===== config.mk =====
export PLATFORM = sky130hd
export DESIGN_NAME = btn_timer_arb
export DESIGN_NICKNAME = d
export VERILOG_FILES = /design/src/rtl/btn_timer_arb.sv
export SDC_FILE = /design/constraint.sdc
export NUM_CORES = 1
export LEC_CHECK = 0
export CAP_MARGIN = 20
export CORE_MARGIN = 4
export CORE_UTILIZATION = 37
export CTS_CLUSTER_DIAMETER = 60
export DETAILED_ROUTE_END_ITERATION = 10
export DONT_BUFFER_PORTS = 1
export PLACE_DENSITY = 0.5
export RECOVER_POWER = 50
export SYNTH_ARGS = -nofsm -noshare
export SYNTH_HDL_FRONTEND = slang
export SYNTH_SLANG_ARGS = --single-unit

===== constraint.sdc =====
create_clock -name clk -period 2.1 [get_ports clk]
set_clock_uncertainty 0.05 [all_clocks]
set_input_delay 0.21 -clock clk [delete_from_list [all_inputs] [get_ports clk]]
set_output_delay 0.21 -clock clk [all_outputs]
set_load 0.05 [all_outputs]

===== src/rtl/btn_timer_arb.sv =====
// btn_timer_arb: round-robin arbiter that lends one shared timer to 4 requesters.
// Optional watchdog under BTN_TIMER_ARB_WDOG_EN (limit WD_MAX).
//
// Ports:
//   clk        in   system clock, rising edge
//   reset      in   async active-high reset
//   req[3:0]   in   per-requester level request
//   timer_done in   shared timer expiry
//   timer_clr  out  shared timer clear (timer counts while 0)
//   gnt[3:0]   out  one-hot grant
//   done[3:0]  out  one-cycle expiry pulse to the owner
//   busy       out  FSM not idle
//   err        out  one-cycle watchdog timeout pulse (0 without watchdog)
module btn_timer_arb #(
  parameter int unsigned WD_MAX = 255
) (
  input  logic       clk,
  input  logic       reset,
  input  logic [3:0] req,
  input  logic       timer_done,
  output logic       timer_clr,
  output logic [3:0] gnt,
  output logic [3:0] done,
  output logic       busy,
  output logic       err
);

  typedef enum logic [1:0] {
    IDLE,
    CLR,
    RUN,
    DONE
  } state_t;

  state_t     state_q, state_d;
  logic [1:0] owner_q, owner_d;
  logic [1:0] last_q, last_d;
  logic [1:0] win;
  logic [3:0] own_oh;

  if (WD_MAX == 0 || WD_MAX > 255) begin : g_wd_range
    $error("WD_MAX must be in 1..255");
  end

`ifdef BTN_TIMER_ARB_WDOG_EN
  localparam logic [7:0] WdLim = 8'(WD_MAX);
  logic [7:0] wd_q, wd_d;
  logic       err_q, err_d;
`endif

  // Scan last+1 .. last+4; the first set bit wins.
  always_comb begin
    logic [1:0] idx;
    logic       found;
    win   = 2'd0;
    idx   = 2'd0;
    found = 1'b0;
    for (int i = 1; i <= 4; i++) begin
      idx = last_q + 2'(i);
      if (!found && req[idx]) begin
        win   = idx;
        found = 1'b1;
      end
    end
  end

  always_comb begin
    state_d = state_q;
    owner_d = owner_q;
    last_d  = last_q;
`ifdef BTN_TIMER_ARB_WDOG_EN
    wd_d    = wd_q;
    err_d   = 1'b0;
`endif
    unique case (state_q)
      IDLE: begin
        if (|req) begin
          owner_d = win;
          state_d = CLR;
        end
      end
      CLR: begin
        if (!req[owner_q]) begin
          state_d = IDLE;
          last_d  = owner_q;
        end else begin
          state_d = RUN;
`ifdef BTN_TIMER_ARB_WDOG_EN
          wd_d    = 8'd0;
`endif
        end
      end
      RUN: begin
        // Abandon takes priority over a coincident expiry.
        if (!req[owner_q]) begin
          state_d = IDLE;
          last_d  = owner_q;
        end else if (timer_done) begin
          state_d = DONE;
        end else begin
`ifdef BTN_TIMER_ARB_WDOG_EN
          wd_d = wd_q + 8'd1;
          if (wd_d == WdLim) begin
            err_d   = 1'b1;
            state_d = IDLE;
            last_d  = owner_q;
          end
`endif
        end
      end
      DONE: begin
        last_d  = owner_q;
        state_d = IDLE;
      end
      default: state_d = IDLE;
    endcase
  end

  always_ff @(posedge clk or posedge reset) begin
    if (reset) begin
      state_q <= IDLE;
      owner_q <= 2'd0;
      last_q  <= 2'd3;
    end else begin
      state_q <= state_d;
      owner_q <= owner_d;
      last_q  <= last_d;
    end
  end

`ifdef BTN_TIMER_ARB_WDOG_EN
  always_ff @(posedge clk or posedge reset) begin
    if (reset) begin
      wd_q  <= 8'd0;
      err_q <= 1'b0;
    end else begin
      wd_q  <= wd_d;
      err_q <= err_d;
    end
  end

  assign err = err_q;
`else
  assign err = 1'b0;
`endif

  // Outputs decode from registered state only, so reset forces them at once.
  assign own_oh    = 4'b0001 << owner_q;
  assign busy      = (state_q != IDLE);
  assign timer_clr = (state_q != RUN);
  assign gnt       = busy ? own_oh : 4'b0000;
  assign done      = (state_q == DONE) ? own_oh : 4'b0000;

endmodule


==> results of run 1 <==
[cell type report]
type	count	area, sq um	area share [%]
clock buffer	3	22.5	3.94
inverter	7	26.3	4.60
sequential	6	153	26.7
multi-input combinational	39	304	53.2
timing repair buffer	7	47.5	8.32
tap	15	18.8	3.28
[power groups by stage]
stage / logic (mW) / registers [mW] / clock network (mW)
2_1_floorplan: 0.609 / 0.227 / 0
3_3_place_gp: 0.692 / 0.278 / 0
3_5_place_dp: 0.690 / 0.281 / 0
4_1_cts: 0.693 / 0.279 / 0.106
5_1_grt: 0.736 / 0.296 / 0.107
6_report: 0.675 / 0.278 / 0.0981
[worst max-delay path by stage]
stage	cells past startpoint	startpoint	end	slack (ns)
after floorplan	3	state_q[0]	gnt[0]	0.08
after global placement	3	owner_q[0]	state_q[1]	0.37
after detailed placement	3	owner_q[0]	state_q[1]	0.36
after CTS	5	state_q[1]	gnt[2]	0.31
after global routing	5	state_q[1]	gnt[2]	0.22
final	5	state_q[1]	gnt[2]	0.30
[repair_timing]
action	CTS	global route
gates resized for setup	0	0
endpoints found under the hold margin	6	0
hold buffers	1	0
[through the flow]
stage / area (sq um) / setup slack (ns) / utilization [%] / total power [mW] / instances
after global routing: 572 / 0.215 / 44.5 / 1.14 / 77
after floorplan: 502 / 0.0810 / - / 0.836 / 55
after global placement: 548 / 0.366 / 42.6 / 0.970 / 73
after CTS: 581 / 0.314 / 45.2 / 1.08 / 77
final: 572 / 0.296 / 44.5 / 1.05 / 77
after detailed placement: 548 / 0.359 / 42.6 / 0.971 / 73
[synthesized netlist by cell type, types with 2 or more instances]
master,instances,share of area (%)
mux2_1,2,4.5
and3_2,2,3.0
nor2_1,4,3.0
dfstp_2,2,10
nor2b_1,2,2.5
nor3_1,2,2.0
and3_1,2,2.5
ha_1,4,10
nand2b_1,2,2.5
a21oi_1,2,2.0
nand2_1,2,1.5
inv_1,6,4.5
dfrtp_1,4,20
nor3b_1,2,3.0
[metal layers]
| metal | routed length [microns] | up-vias |
|---|---|---|
| met5 | 0 | - |
| met4 | 0 | 0 |
| met3 | 79 | 0 |
| met2 | 448 | 14 |
| met1 | 485 | 184 |
| li1 | - | 208 |
[worst max-delay path: cells and delay by family, from the launching register on]
family | cells | cell delay [ns]
fa+ha+maj | 1 | 0.29
simple gates | 1 | 0.19
flops | 1 | 0.41
buf+inv | 3 | 0.41
[flip-flops by register name (all words and copies together) (netlist names)]
register,cells
owner_q,2
last_q,2
state_q,2
[cell families after synthesis]
family	Yosys count	synth area share, %
AND/OR/NAND/NOR	19	21.2
flip-flops	6	30.4
other	1	0.747
AO/OA/AOI/OAI	11	16.7
buffers and inverters	10	9.72
adder cells (fa/ha/maj)	4	9.98
multiplexers	4	11.2
==> summary.md, run 1 <==
| Metric | Value |
|---|---|
| Outcome | completed |
| Worst Hold Path EP | owner_q[1] |
| EDFF count, synth | 0 |
| Mapped Cells | 55 |
| GRT Max-Usage Layer | met2 |
| Part of the power in combinational logic | 64.2% |
| Psw | roughly 560 uW |
| First-pass GRT wire length | about 1.7 mm |
| Final net count | 75 |
| Peak Freq | 554 MHz |
| Leakage Power | 0.268 nW |
| Gr ovfl total | 0 |
| Worst r2r dst | state_q[1] |
| Max-Slew Margin vs Limit | 60.3% |
| Worst-Skew Late Latency | 0.23 ns |
| Met1 Use GR | 14.9% |
| 1st-pass router iterations | 4 |
| Setup tns final | 0 ns |
| Dpl hpwl | approximately 840 microns |
| Cell repeated most along the worst path | inv_1 |
| Cts bufs inserted | 3 |
| Worst min-delay path class | input port to flop |
| Vias in the first global route | 411 |
| Minimum clock period | between 1.5 and 2 ns |
| Critical path arrival | around 1.5 ns |
| CP max-delay cell | dfrtp_1 |
| Crit path max fanout | 7 |
| Final GP Congestion | ~0.67 |
| Worst Hold Path Cells | 3 |
| Int Pwr | 492 uW |
| M3 GR Usage | 1.59% |
| Total wire length | about 1.0 mm |
| Routed len/inst | 13.2 microns |
| Syn_area_per_cell | 9.12 sq um |
| FF-to-FF Start | owner_q[0] |
| Post-synth cell types | 31 |
| Met2 Usage GRT | approximately 18% |
| Final period util | 85.9% |
| Layout cells sized above 1 | 24.2% |
| Root Buffer | clkbuf_4 |
| Startpoint Class | flop |
| Worst Path Required | approximately 1.8 ns |
| HP Start | req[0] |
| Pin count of the biggest net entering global routing | 12 |
| Die width | approximately 45 microns |
| R2R Setup Slk | roughly 0.35 ns |
| Post-CTS Setup Bufs | 0 |
| Clock Sinks | 6 |
| Port bufs | 0 |
| Fill cell count | ~140 |
| FF+latch count, synth | 6 |
| Die Ht | approximately 45 microns |
| IO Count | 18 |
| Via density per instance | 5.27 |
| Async set-reset flop share out of synthesis | 100% |
| Synthesized area | 502 sq um |
| Max VDD drop | 615 uV |
| Total GRT Usage | around 11% |
| Crit-path cells | inv_1 -> ha_1 -> inv_1 -> and3_1 -> buf_4 |
| Leading cell type in the layout, fill and taps excluded | inv_1 |
| Fin. max-slew vios | 0 |
| Routed Antenna Nets | 0 |
| Synth-to-layout area growth | 14.0% |
| RSZ-0062 raised after global routing | no |
| Hold_ws | ~0.18 ns |
| Max-capacitance violation count | 0 |
| H-tree depth | 1 |
| Final setup violating endpoints | 0 |
| Drt initial violations | 5 |
| Clock Path Buffers | 2 |
| Seq/Total Area, Yosys | 30.4% |
| Crit end category | primary output |
| Site Rows | 13 |
| Worst stage delay on the critical path | 0.41 ns |
| Most frequent cells in the layout | inv_1, nor2_1, ha_1, dfrtp_1, buf_4 |
| Synthesized net count | between 60 and 70 |
| Starting Density | 39.0% |
| Core box area | 1280 sq um |
| N_diodes | 0 |
| Via Count | roughly 400 |
| CTS tree | yes |
| R2R cell count | 3 |
| Clock Power Share | around a tenth |
| Synth Flop Type | dfrtp_1 |
| Sequential fraction of design power | 26.4% |
| YS warnings | 0 |
| Final hold vios | 0 |
| Worst-margin pin slew | 0.597 ns |
| Worst-path clk slew | 0.04 ns |
| Initial antenna violation count | 0 |
| Die area | 2010 sq um |
| # DRC | 0 |
| PwrDens | about 1800 nW/um^2 |
| Critical Setup Path Class | flop to primary output |
| Sw Share | between 50 and 60% |
No activity file was read; power rests on OpenSTA's default activity.
==> inputs of run 2 (changes only) <==
- clock period: 2.1 -> 2 ns (I/O delays scaled with it)
==> run 2 against run 1 <==
Sequential power increased by 5%. Core utilization did not move. Flip-flop and latch count did not move. Largest cell class unchanged. Highest routed layer unchanged.
==> summary.md, run 2 (synthesized netlist as in run 1, its figures left out) <==
| Metric | Value |
|---|---|
| Cell repeated most along the worst path | inv_1 (unchanged) |
| Met1 Use GR | 14.9% (unchanged) |
| Clock Path Buffers | 2 (unchanged) |
| Fin util | 44.5% (unchanged) |
| Dpl hpwl | 844 microns (was 837 microns) |
| Final period util | 91.2% |
| # DRC | 0 (unchanged) |
| Root Buffer | clkbuf_4 (unchanged) |
| N_diodes | 0 (unchanged) |
| Fin cells | 77 (unchanged) |
| Vias in the first global route | 402 (was 411) |
| Final net count | 75 (unchanged) |
| Max-capacitance violation count | 0 (unchanged) |
| Worst stage delay on the critical path | 0.40 ns (was 0.41 ns) |
| Site Rows | 13 (unchanged) |
| CTS tree | yes (unchanged) |
| Crit path max fanout | 7 (unchanged) |
| Initial antenna violation count | 0 (unchanged) |
| Setup tns final | 0 ns (unchanged) |
| Max VDD drop | 595 uV (was 615 uV) |
| Via Count | 411 (was 406) |
| Final hold vios | 0 (unchanged) |
| Worst-path clk slew | 0.04 ns (about the same) |
| R2R cell count | 3 (unchanged) |
| IO Count | 18 (unchanged) |
| Core box area | 1280 sq um (unchanged) |
| Critical path arrival | 1.57 ns (was 1.54 ns) |
| Pin count of the biggest net entering global routing | 12 (unchanged) |
| Routed Antenna Nets | 0 (unchanged) |
| Drt initial violations | 5 (unchanged) |
| Gr ovfl total | 0 (unchanged) |
| Die Ht | 44.8 microns (unchanged) |
| First-pass GRT wire length | 1.71 mm (was 1.70 mm) |
| Final setup violating endpoints | 0 (unchanged) |
| R2R Setup Slk | 0.26 ns (was 0.35 ns) |
| Leading registers by flop count | last_q: 2 flops, owner_q: 2 flops, state_q: 2 flops (unchanged) |
| Worst-Skew Late Latency | 0.24 ns (was 0.23 ns) |
| Worst-margin pin slew | 0.604 ns (was 0.597 ns) |
| H-tree depth | 1 (unchanged) |
| Worst r2r dst | last_q[0] (was state_q[1]) |
| Cts bufs inserted | 3 (unchanged) |
| GRT Max-Usage Layer | met2 (unchanged) |
| Port bufs | 0 (unchanged) |
| Critical Setup Path Class | flop to primary output (unchanged) |
| Die width | 44.8 microns (unchanged) |
| CP max-delay cell | dfrtp_1 (unchanged) |
| Fill cell count | 134 (was 142) |
| Starting Density | 39.0% (unchanged) |
| CP delay by family, top | buffers and inverters (unchanged) |
| Total wire length | 1.03 mm (was 1.01 mm) |
| Storage cell area | 153 sq um (unchanged) |
| Leading cell type in the layout, fill and taps excluded | inv_1 (unchanged) |
| Fin. max-slew vios | 0 (unchanged) |
| Worst min-delay path class | input port to flop (unchanged) |
| Startpoint Class | flop (unchanged) |
| Total power | 1.11 mW (was 1.05 mW) |
| Via density per instance | 5.34 (was 5.27) |
| RSZ-0062 raised after global routing | no (unchanged) |
| Routed len/inst | 13.3 microns (was 13.2 microns) |
| M3 GR Usage | 1.99% (was 1.59%) |
| Layout cells sized above 1 | 24.2% (unchanged) |
| Clock Sinks | 6 (unchanged) |
| Final GP Congestion | 0.689 (was 0.674) |
| Post-CTS Setup Bufs | 0 (unchanged) |
| PwrDens | 1940 nW/um^2 (was 1840 nW/um^2) |
| Buffers & Inverters on Critical Path | 3 (unchanged) |
| Outcome | completed (unchanged) |
| Synth-to-layout area growth | 14.0% (unchanged) |
| Post-Place Cells | 73 (unchanged) |
| Crit-path cells | inv_1 -> ha_1 -> inv_1 -> and3_1 -> buf_4 (unchanged) |
| Met2 Usage GRT | 18.1% (was 17.8%) |
| Worst Path Required | 1.75 ns (was 1.84 ns) |
| Minimum clock period | about 1.8 ns |
| Max-Slew Margin vs Limit | 59.9% (was 60.3%) |
| Crit end category | primary output (unchanged) |
| FF-to-FF Start | owner_q[0] (unchanged) |
| Die area | 2010 sq um (unchanged) |
| 1st-pass router iterations | 4 (unchanged) |
| HP Start | req[0] (unchanged) |
| Worst Hold Path Cells | 3 (unchanged) |
| Total GRT Usage | 11.6% (was 11.4%) |
| Peak Freq | roughly 550 MHz |
| Worst Hold Path EP | owner_q[1] (unchanged) |
| Most frequent cells in the layout | inv_1, nor2_1, ha_1, dfrtp_1, buf_4 (unchanged) |
| Leakage Power | 0.268 nW (unchanged) |
| Area occupied by multi-input gates | 304 sq um (unchanged) |
## run 2: cell counts in the layout (fill, tap and decap cells not counted)
Identical to the previous run, type by type.
## run 2: per-stage QoR
stage | hold slack (ns) | setup WS, ns | cell area (sq um)
floorplan | -0.0605 | -0.00903 | 502
global placement | -0.0372 | 0.271 | 548
detailed placement | -0.0382 | 0.254 | 548
CTS | 0.151 | 0.195 | 581
global route | 0.189 | 0.0554 | 572
finish | 0.163 | 0.176 | 572
## run 2: per-layer routing
metal | vias up | wire (microns)
met5 | - | 0
met4 | 0 | 0
met3 | 0 | 98
met2 | 15 | 471
met1 | 190 | 456
li1 | 206 | -
## run 2: power by group
part | internal [mW] | switching [mW]
combinational | 0.248 | 0.465
clock | 0.0674 | 0.0363
sequential | 0.202 | 0.0919
total | 0.517 | 0.593
## run 2: repair_timing
item,4_1_cts,5_1_grt
hold buffers,1,0
endpoints found under the hold margin,6,0
setup endpoints to repair,0,0
resized for setup,0,0
## run 2: worst max path at each step
stage               startpoint    endpoint  depth (start not counted)
floorplan           state_q[0]      gnt[0]                          3
global placement    owner_q[0]  state_q[1]                          3
detailed placement  owner_q[0]   last_q[0]                          3
CTS                 state_q[0]      gnt[2]                          5
global route        state_q[0]      gnt[2]                          5
finish              state_q[0]      gnt[2]                          5
## run 2: area by class of cell
type | instances | share of cell area, %
timing repair buffer | 7 | 8.32
multi-input combinational | 39 | 53.2
clock buffer | 3 | 3.94
sequential | 6 | 26.7
inverter | 7 | 4.60
tap | 15 | 3.28
## run 2: worst reg2reg max path, delay by kind of cell, from the launching register on
family / cells / cell delay (ns)
compound gates: 1 / 0.20
mux: 2 / 0.94
flops: 1 / 0.48
==> inputs of run 3 (changes only) <==
- CTS_BUF_LIST: unset -> sky130_fd_sc_hd__clkbuf_2
==> run 3 against run 2 <==
Critical endpoint unchanged. Core utilization shrank 0.58 points. Global-route usage is the same. Highest routed layer is now met4. Largest power group unchanged. Largest cell class unchanged. Non-clock buffer count is the same. Count of clock-buffer cells in the layout is the same. Via count grew 1.5%. Fmax grew 1.2%. Sequential power is essentially flat.
==> summary.md, run 3 (synthesized netlist as in run 1, its figures left out) <==
| Metric | Value |
|---|---|
| Outcome | completed (unchanged) |
| 1st-pass router iterations | 4 (unchanged) |
| CTS tree | yes (unchanged) |
| Leading registers by flop count | last_q: 2 flops, owner_q: 2 flops, state_q: 2 flops (unchanged) |
| Worst-path clk slew | 0.05 ns (was 0.04 ns) |
| Initial antenna violation count | 0 (unchanged) |
| FF-to-FF Start | owner_q[0] (unchanged) |
| Hold Buf Count CTS | 1 (unchanged) |
| Routed len/inst | 13.2 microns (was 13.3 microns) |
| Final setup violating endpoints | 0 (unchanged) |
| Placed Area | 548 sq um (unchanged) |
| # DRC | 0 (unchanged) |
| Routed Antenna Nets | 0 (unchanged) |
| Via density per instance | 5.42 (was 5.34) |
| Crit-path cells | inv_1 -> ha_1 -> inv_1 -> and3_1 -> buf_4 (unchanged) |
| M3 GR Usage | 1.99% (unchanged) |
| GRT Max-Usage Layer | met2 (unchanged) |
| HP Start | req[0] (unchanged) |
| Worst-Skew Late Latency | 0.21 ns (was 0.24 ns) |
| Site Rows | 13 (unchanged) |
| Layout cells sized above 1 | 24.2% (unchanged) |
| Root Buffer | clkbuf_2 (was clkbuf_4) |
| Startpoint Class | flop (unchanged) |
| Final hold vios | 0 (unchanged) |
| N_diodes | 0 (unchanged) |
| Total GRT Usage | 11.6% (unchanged) |
| Port bufs | 0 (unchanged) |
| R2R Setup Slk | 0.25 ns (was 0.26 ns) |
| Buffers & Inverters on Critical Path | 3 (unchanged) |
| Cell repeated most along the worst path | inv_1 (unchanged) |
| Clock Sinks | 6 (unchanged) |
| Die width | 44.8 microns (unchanged) |
| Peak Freq | 555 MHz (was 548 MHz) |
| Max VDD drop | 592 uV (was 595 uV) |
| Drt initial violations | 5 (unchanged) |
| CTS resizes | 0 (unchanged) |
| Die Ht | 44.8 microns (unchanged) |
| Worst Hold Path Cells | 3 (unchanged) |
| Final Cell Area | 564 sq um (was 572 sq um) |
| Critical Setup Path Class | flop to primary output (unchanged) |
| Critical path depth | 5 (unchanged) |
| Setup slack after layout | 0.199 ns (was 0.176 ns) |
| Dpl hpwl | 844 microns (unchanged) |
| PwrDens | 1920 nW/um^2 (was 1940 nW/um^2) |
| Worst stage delay on the critical path | 0.40 ns (about the same) |
| Worst Path Required | 1.75 ns (about the same) |
| H-tree depth | 1 (unchanged) |
| Via Count | 417 (was 411) |
| Total wire length | 1.02 mm (was 1.03 mm) |
| Final period util | 90.1% (was 91.2%) |
| Gr ovfl total | 0 (unchanged) |
| Crit end category | primary output (unchanged) |
| Fin. max-slew vios | 0 (unchanged) |
| Met1 Use GR | 14.9% (unchanged) |
| Vias in the first global route | 402 (unchanged) |
| Total power | 1.08 mW (was 1.11 mW) |
| Clock Path Buffers | 2 (unchanged) |
| Crit path max fanout | 7 (unchanged) |
| IO Count | 18 (unchanged) |
| Pin count of the biggest net entering global routing | 12 (unchanged) |
| Met2 Usage GRT | 18.1% (unchanged) |
| Leakage Power | 0.266 nW (was 0.268 nW) |
| Die area | 2010 sq um (unchanged) |
| Starting Density | 39.0% (unchanged) |
| Fin util | 43.9% (was 44.5%) |
| Worst min-delay path class | input port to flop (unchanged) |
| Minimum clock period | 1.80 ns (was 1.82 ns) |
| Worst-margin pin slew | 0.604 ns (about the same) |
| R2R cell count | 3 (unchanged) |
| Placement Setup Slack | 0.254 ns (unchanged) |
| Core box area | 1280 sq um (unchanged) |
| RSZ-0062 raised after global routing | no (unchanged) |
| Post-CTS Setup Bufs | 0 (unchanged) |
| Final net count | 75 (unchanged) |
| CP max-delay cell | dfrtp_1 (unchanged) |
| CP delay by family, top | buffers and inverters (unchanged) |
| Most frequent cells in the layout | inv_1, nor2_1, ha_1, dfrtp_1, buf_4 (unchanged) |
| Max-capacitance violation count | 0 (unchanged) |
| First-pass GRT wire length | 1.71 mm (unchanged) |
| Worst Hold Path EP | owner_q[1] (unchanged) |
| Cts bufs inserted | 3 (unchanged) |
| Critical path arrival | 1.55 ns (was 1.57 ns) |
| Final GP Congestion | 0.689 (unchanged) |
| Worst r2r dst | last_q[0] (unchanged) |
| Leading cell type in the layout, fill and taps excluded | inv_1 (unchanged) |
| Synth-to-layout area growth | 12.5% (was 14.0%) |
| Max-Slew Margin vs Limit | 59.9% (unchanged) |
run 3: report_power, final:
| part | total, mW | internal (mW) | switching [mW] |
|---|---|---|---|
| Combinational | 0.712 | 0.248 | 0.465 |
| Sequential | 0.293 | 0.201 | 0.0919 |
| Clock | 0.0769 | 0.0404 | 0.0364 |
| Total | 1.08 | 0.490 | 0.593 |
run 3: worst max path at each step:
| stage | from | to | slack (ns) |
|---|---|---|---|
| floorplan | state_q[0] | gnt[0] | -0.009 |
| global placement | owner_q[0] | state_q[1] | 0.27 |
| detailed placement | owner_q[0] | last_q[0] | 0.25 |
| CTS | state_q[0] | gnt[2] | 0.21 |
| global route | state_q[0] | gnt[2] | 0.07 |
| finish | state_q[0] | gnt[2] | 0.20 |
run 3: cell type report:
cell class / instances / area [sq um]
sequential: 6 / 153
multi-input combinational: 39 / 304
clock buffer: 3 / 15.0
fill: 135 / 721
inverter: 7 / 26.3
tap: 15 / 18.8
timing repair buffer: 7 / 47.5
run 3: metrics by stage:
step	instances	TNS [ns]	hold WS, ns
after CTS	77	0	0.169
final	77	0	0.188
after global routing	77	0	0.208
after floorplan	55	-0.0181	-0.0605
after global placement	73	0	-0.0372
after detailed placement	73	0	-0.0382
run 3: tightest hold or removal path, delay by kind of cell:
kind	cells	cell delay (ns)
simple gates	1	0.07
compound gates	2	0.13
run 3: per-layer routing:
| metal | part of all wire [%] | wire length [microns] |
|---|---|---|
| met5 | 0 | 0 |
| met4 | 1.9 | 19 |
| met3 | 9.6 | 98 |
| met2 | 45 | 453 |
| met1 | 44 | 445 |
